===== src/rtl/synapse_accumulator.sv =====
`default_nettype none
// ============================================================================
// Module      : synapse_accumulator
// Description : Serial weighted spike accumulator; one synapse per enabled cycle
// Revision    : 1.0 - initial release
// ============================================================================
module synapse_accumulator #(
    parameter  int M  = 64,
    parameter  int WB = 4,
    localparam int K  = M / WB,
    localparam int SW = WB + $clog2(K)
) (
    input  logic                 clk,
    input  logic                 rst_n,
    input  logic                 ce,
    input  logic [M-1:0]         weights,
    input  logic [K-1:0]         spikes_in,
    input  logic                 start,
    output logic                 busy,
    output logic                 done,
    output logic signed [SW-1:0] sum
);

    localparam int IW = (K > 1) ? $clog2(K) : 1;

    typedef enum logic [1:0] {
        IDLE   = 2'd0,
        ACCUM  = 2'd1,
        FINISH = 2'd2
    } state_t;

    state_t                state_q, state_d;
    logic [IW-1:0]         idx_q, idx_d;
    logic signed [SW-1:0]  acc_q, acc_d;
    logic [M-1:0]          wsnap_q, wsnap_d;
    logic [K-1:0]          ssnap_q, ssnap_d;
    logic signed [SW-1:0]  sum_q, sum_d;
    logic                  done_q, done_d;

    logic [WB-1:0]         w_sel;
    logic signed [SW-1:0]  w_ext;

    assign w_sel = wsnap_q[idx_q*WB +: WB];
    assign w_ext = {{(SW-WB){w_sel[WB-1]}}, w_sel};

    always_comb begin
        state_d = state_q;
        idx_d   = idx_q;
        acc_d   = acc_q;
        wsnap_d = wsnap_q;
        ssnap_d = ssnap_q;
        sum_d   = sum_q;
        // done is a strobe: it drops on the next edge even if ce is low
        done_d  = 1'b0;
        if (ce) begin
            case (state_q)
                IDLE: begin
                    if (start) begin
                        wsnap_d = weights;
                        ssnap_d = spikes_in;
                        idx_d   = '0;
                        acc_d   = '0;
                        state_d = ACCUM;
                    end
                end
                ACCUM: begin
                    if (ssnap_q[idx_q]) begin
                        acc_d = acc_q + w_ext;
                    end
                    idx_d = idx_q + 1'b1;
                    if (idx_q == IW'(K-1)) begin
                        state_d = FINISH;
                    end
                end
                FINISH: begin
                    sum_d   = acc_q;
                    done_d  = 1'b1;
                    state_d = IDLE;
                end
                default: state_d = IDLE;
            endcase
        end
    end

    always_ff @(posedge clk) begin
        if (!rst_n) begin
            state_q <= IDLE;
            idx_q   <= '0;
            acc_q   <= '0;
            wsnap_q <= '0;
            ssnap_q <= '0;
            sum_q   <= '0;
            done_q  <= 1'b0;
        end else begin
            state_q <= state_d;
            idx_q   <= idx_d;
            acc_q   <= acc_d;
            wsnap_q <= wsnap_d;
            ssnap_q <= ssnap_d;
            sum_q   <= sum_d;
            done_q  <= done_d;
        end
    end

    assign busy = (state_q != IDLE);
    assign done = done_q;
    assign sum  = sum_q;

endmodule
`default_nettype wire

===== config.mk =====
export PLATFORM = sky130hd
export DESIGN_NAME = synapse_accumulator
export DESIGN_NICKNAME = d
export VERILOG_FILES = /design/src/rtl/synapse_accumulator.sv
export SDC_FILE = /design/constraint.sdc
export NUM_CORES = 1
export LEC_CHECK = 0
export BUFFER_PORTS_ARGS = -buffer_cell sky130_fd_sc_hd__buf_2
export CAP_MARGIN = 20
export CORE_ASPECT_RATIO = 1.75
export CORE_MARGIN = 4
export CORE_UTILIZATION = 45
export DETAILED_ROUTE_END_ITERATION = 8
export GPL_TIMING_DRIVEN = 0
export MAX_ROUTING_LAYER = met4
export PLACE_DENSITY_LB_ADDON = 0.3
export SYNTH_ARGS = -nofsm -noshare
export SYNTH_HDL_FRONTEND = slang
export SYNTH_SLANG_ARGS = --single-unit
export TNS_END_PERCENT = 50

===== constraint.sdc =====
create_clock -name clk -period 9.2 [get_ports clk]
set_clock_uncertainty 0.15 [all_clocks]
set_input_delay 1.84 -clock clk [delete_from_list [all_inputs] [get_ports clk]]
set_output_delay 1.84 -clock clk [all_outputs]
set_load 0.02 [all_outputs]

# == Word-level counts from Yosys, hierarchy flattened ==
# Index checks and enable logic that the tools add are counted.
# word_totals
ff_bits,103
out_inout_bits,10
# classes
add_sub_neg,2
order_cmp,1
eq_ne,6
shift,1
n_mux,11
n_reduce_logical,9
# op_table
operator,n
$shiftx A64 B7 Y4,1
$mux W8,2
$pmux W8 S2,1
$reduce_and A3 Y1,3
$add A8 B4 Y8,1
$pmux W4 S2,1
$ne A2 B2 Y1 const B,3
$lt A4 B5 Y1 const B,1
$add A4 B1 Y4 const B,1
$bmux W1 S4,1
$eq A4 B4 Y1 const B,1
$mux W2,2
$mux W4,1
$pmux W2 S2,1
$reduce_and A2 Y1,2
$reduce_and A4 Y1,1
$reduce_bool A2 Y1,2
$eq A2 B1 Y1 const B,1
$eq A2 B2 Y1 const B,1
$logic_not A2 Y1,1
$mux W1,2

# == Logic depth before layout (Yosys ltp) ==
# depth
depth_word,4
mapped_depth,13

# == Least setup slack after synthesis ==
# No wires, ideal clock.
# synth_path
kind,flip-flop to flip-flop
start,reg idx_q[0]
end,reg acc_q[6]
setup_time_ns,0.101
arrival_ns,3.468
path_slack_ns,5.481
stages_incl_launch_ff,14
n_path_buf,3
period_less_slack_ns,3.719
path_cell_list,dfxtp_1 -> buf_6 -> buf_8 -> clkbuf_1 -> mux4_2 -> mux4_2 -> ha_1 -> fa_1 -> a21o_1 -> a21oi_1 -> o21ai_0 -> a21oi_1 -> xor2_1 -> o41ai_1
# synth_between
elab_chain_cells,4
word_cells_on_any_way,8
# synth_rtl
element,line_no,text
"start, declared",33,"logic [IW-1:0] idx_q, idx_d;"
"start signal, assigned",96,idx_q <= idx_d;
$shiftx A64 B7 Y4 / $bmux W1 S4 (equally long branches),"43, 67",
$add A8 B4 Y8 / $mux W1 (equally long branches),"68, 67",
$mux W8 / $ne A2 B2 Y1 (equally long branches),n/a,
$pmux W8 S2 / $reduce_and A4 Y1 (equally long branches),n/a,
"end signal, assigned",89,acc_q <= '0;
"end signal, assigned",97,acc_q <= acc_d;
"end, declared",34,"logic signed [SW-1:0] acc_q, acc_d;"
# Several ways; a longest one is shown, not always the timed one. The select of a mux whose other input is x is not followed.
# A chain may end at the register's enable or synchronous reset.

# == Worst setup path in the final report ==
# Same ends and word-level chain as after synthesis.

==> results.py <==
metrics = {
    "global_routing": {
        "grt_pass1_wl_mm": 19.6,
        "grt.total_usage_pct": 21.3,
        "first_global_vias": 4160,
        "antenna_found_initial": 0,
        "grt_overflow": 0,
        "grt_max_degree": 18,
    },
    "critical_path": {
        "start_kind": "flop",
        "critPathMaxFanout": 10,
        "slowest_delay_ns": 0.62,
        "critical_path_buf_inv_count": 3,
        "path_class": "flop to flop",
        "cp_cell_sequence": "buf_6 -> buf_8 -> clkbuf_1 -> mux4_2 -> mux4_2 -> ha_1 -> fa_1 -> a21o_1 -> a21oi_1 -> o21ai_0 -> a21oi_1 -> xor2_1 -> o41ai_1",
        "critPathArrivalTime_ns": 4.36,
        "cp_data_required_time_ns": 9.30,
        "cp_top_family": "multiplexers",
        "crit_path_end_kind": "flop",
        "worst_path_max_delay_cell": "mux4_2",
    },
    "clock_network": {
        "clk_pin_slew_ns": 0.07,
        "cts_buffer_depth": 2,
        "hold_buffers": 0,
        "cts_tree": "yes",
        "clk_latency_ns": 0.35,
        "cts.sinks": 103,
        "post_cts_buffers": 0,
        "cts_buffers": 9,
        "postCtsResizedCells": 0,
        "htree_levels": 3,
        "root_buffer": "clkbuf_16",
    },
    "routing": {
        "firstDrtPassIters": 5,
        "drt-total-wl_mm": 12.0,
        "wl_per_cell_um": 15.8,
        "drcViolationCount": 0,
        "drt_iter0_drc": 242,
        "routed_via_density": 5.37,
        "vias": 4091,
        "antenna_left": 0,
    },
    "floorplanning": {
        "pin_count": 94,
        "initial_utilization_pct": 46.1,
        "die_h_um": 141,
        "die_w_um": 84.1,
        "coreArea_um2": 9910,
        "fp-row-count": 48,
        "die_area_um2": 11900,
    },
    "timing": {
        "slew_headroom_pct": 55.0,
        "max_freq_mhz": 235,
        "fin_hold_ws_ns": 0.299,
        "setup_viol": 0,
        "hold_viol": 0,
        "rsz0062_at_grt": "no",
        "tightest_slew_ns": 0.675,
        "fin_tns_setup_ns": 0,
        "fin_crit_sh_pct": 46.3,
        "min_period_ns": 4.26,
        "slew_violations": 0,
    },
    "power_and_ir_drop": {
        "ir_worst_vdd_uv": 116,
        "leakage_nw": 2.19,
        "p_per_area_nw_per_um2": 177,
    },
    "synthesis": {
        "synth_area_per_cell_um2": 8.64,
        "synthCells": 528,
        "seq_area_frac_synth_pct": 45.2,
        "synth_flop_cell": "dfxtp_1",
        "yosys_warnings": 0,
        "syn_area_um2": 4560,
        "synthesis.nets": 621,
        "synth-async-reset-ratio_pct": 0,
        "yosys_register_bits": 103,
        "synth_edf_count": 0,
        "synth.distinct_cells": 38,
    },
    "finish": {
        "syn_to_final_growth_pct": 20.7,
        "n_antenna_cell": 0,
        "drive_gt1_share_pct": 19.8,
        "fillCellCount": 932,
        "nets": 725,
    },
    "status": {
        "status": "finished, final reports clean",
    },
    "placement": {
        "io_buffer_count": 93,
        "gp_congestion": 0.853,
        "hpwlAfterDp_mm": 9.39,
    },
    "min_path": {
        "holdCritPathClass": "flop to flop",
    },
    "job": {
        "drv_cap": 0,
    },
}
report_power, final:
group / total [mW] / switching (mW) / internal [mW] / leakage, nW
Sequential: 0.471 / 0.00866 / 0.462 / 0.839
Combinational: 0.0916 / 0.0527 / 0.0389 / 1.20
Clock: 0.412 / 0.172 / 0.240 / 0.149
Total: 0.975 / 0.233 / 0.741 / 2.19
state kept, by name (all words and copies together), names as in the netlist:
| name | count |
|---|---|
| sum | 8 |
| acc_q | 8 |
| done | 1 |
| state_q | 2 |
| ssnap_q | 16 |
| idx_q | 4 |
| wsnap_q | 64 |
synthesized netlist by cell type (5+ instances only):
cell type | instances | area [um^2]
nand2_1 | 182 | 683
dfxtp_1 | 103 | 2060
a21oi_1 | 101 | 505
clkbuf_1 | 35 | 131
mux4_1 | 12 | 315
nand3_1 | 12 | 60.1
mux4_2 | 11 | 248
ha_1 | 8 | 100
nand4_1 | 7 | 43.8
xor2_1 | 7 | 61.3
inv_1 | 6 | 22.5
nor2_1 | 6 | 22.5
mux2i_1 | 5 | 50.1
final timing paths:
path               from    endpoint  slack (ns)  cells after the start
min reg2reg  ssnap_q[0]  ssnap_q[0]        0.30                      2
min          ssnap_q[0]  ssnap_q[0]        0.30                      2
max            idx_q[0]    acc_q[6]        4.94                     13
max reg2reg    idx_q[0]    acc_q[6]        4.94                     13
through the flow:
stage / std cells / total power, mW / util [%] / worst slack [ns] / cell area, um^2
after floorplan: 528 / 0.534 / - / 5.48 / 4560
after global placement: 746 / 0.570 / 52.3 / 5.00 / 5190
after detailed placement: 746 / 0.573 / 52.3 / 4.93 / 5190
after CTS: 762 / 0.977 / 55.6 / 4.92 / 5510
after global routing: 762 / 1.01 / 55.6 / 4.66 / 5510
final: 762 / 0.975 / 55.6 / 4.94 / 5510
cell families (layout without fill, tap and decap cells):
kind of cell	count (synthesis)	count (layout)	synth area share [%]
simple gates	219	219	19.5
compound gates	113	113	13.0
flops	103	103	45.2
buf+inv	47	156	4.44
mux	29	29	13.7
fa+ha+maj	9	9	2.63
xor+xnor	8	8	1.54
tightest hold or removal path, cell delays in order (launching register included):
cell,delay [ns]
dfxtp_1,0.30
nand2_1,0.05
a21oi_1,0.05
routing by layer:
| layer | vias up | wire length, um | global-route usage, % |
|---|---|---|---|
| met5 | - | 0 | - |
| met4 | 0 | 376 | 9.66 |
| met3 | 25 | 562 | 3.27 |
| met2 | 129 | 6730 | 38.6 |
| met1 | 1915 | 4370 | 22.5 |
| li1 | 2022 | - | - |
cell type report:
type	count	area, um^2	area share [%]
clock inverter	6	92.6	1.68
inverter	6	22.5	0.409
buffer	41	180	3.27
sequential	103	2060	37.4
multi-input combinational	378	2300	41.8
timing repair buffer	93	465	8.45
tap	125	156	2.84
clock buffer	10	229	4.16
cell usage in the layout (no fill, tap or decap), types with 2 or more instances in the layout:
cell type and n:
nand2_1 182, dfxtp_1 103, a21oi_1 101, buf_2 93, clkbuf_1 36, mux4_1 12
nand3_1 12, mux4_2 11, clkbuf_16 9, ha_1 8, xor2_1 7, nand4_1 7
inv_1 6, nor2_1 6, mux2i_1 5, buf_4 2, buf_1 2, nor2b_1 2
o21ai_0 2, o2111ai_1 2, a31oi_1 2, nor3_1 2, or3_1 2, bufinv_16 2
clkinvlp_4 2
(Power assumes the default switching activity.)
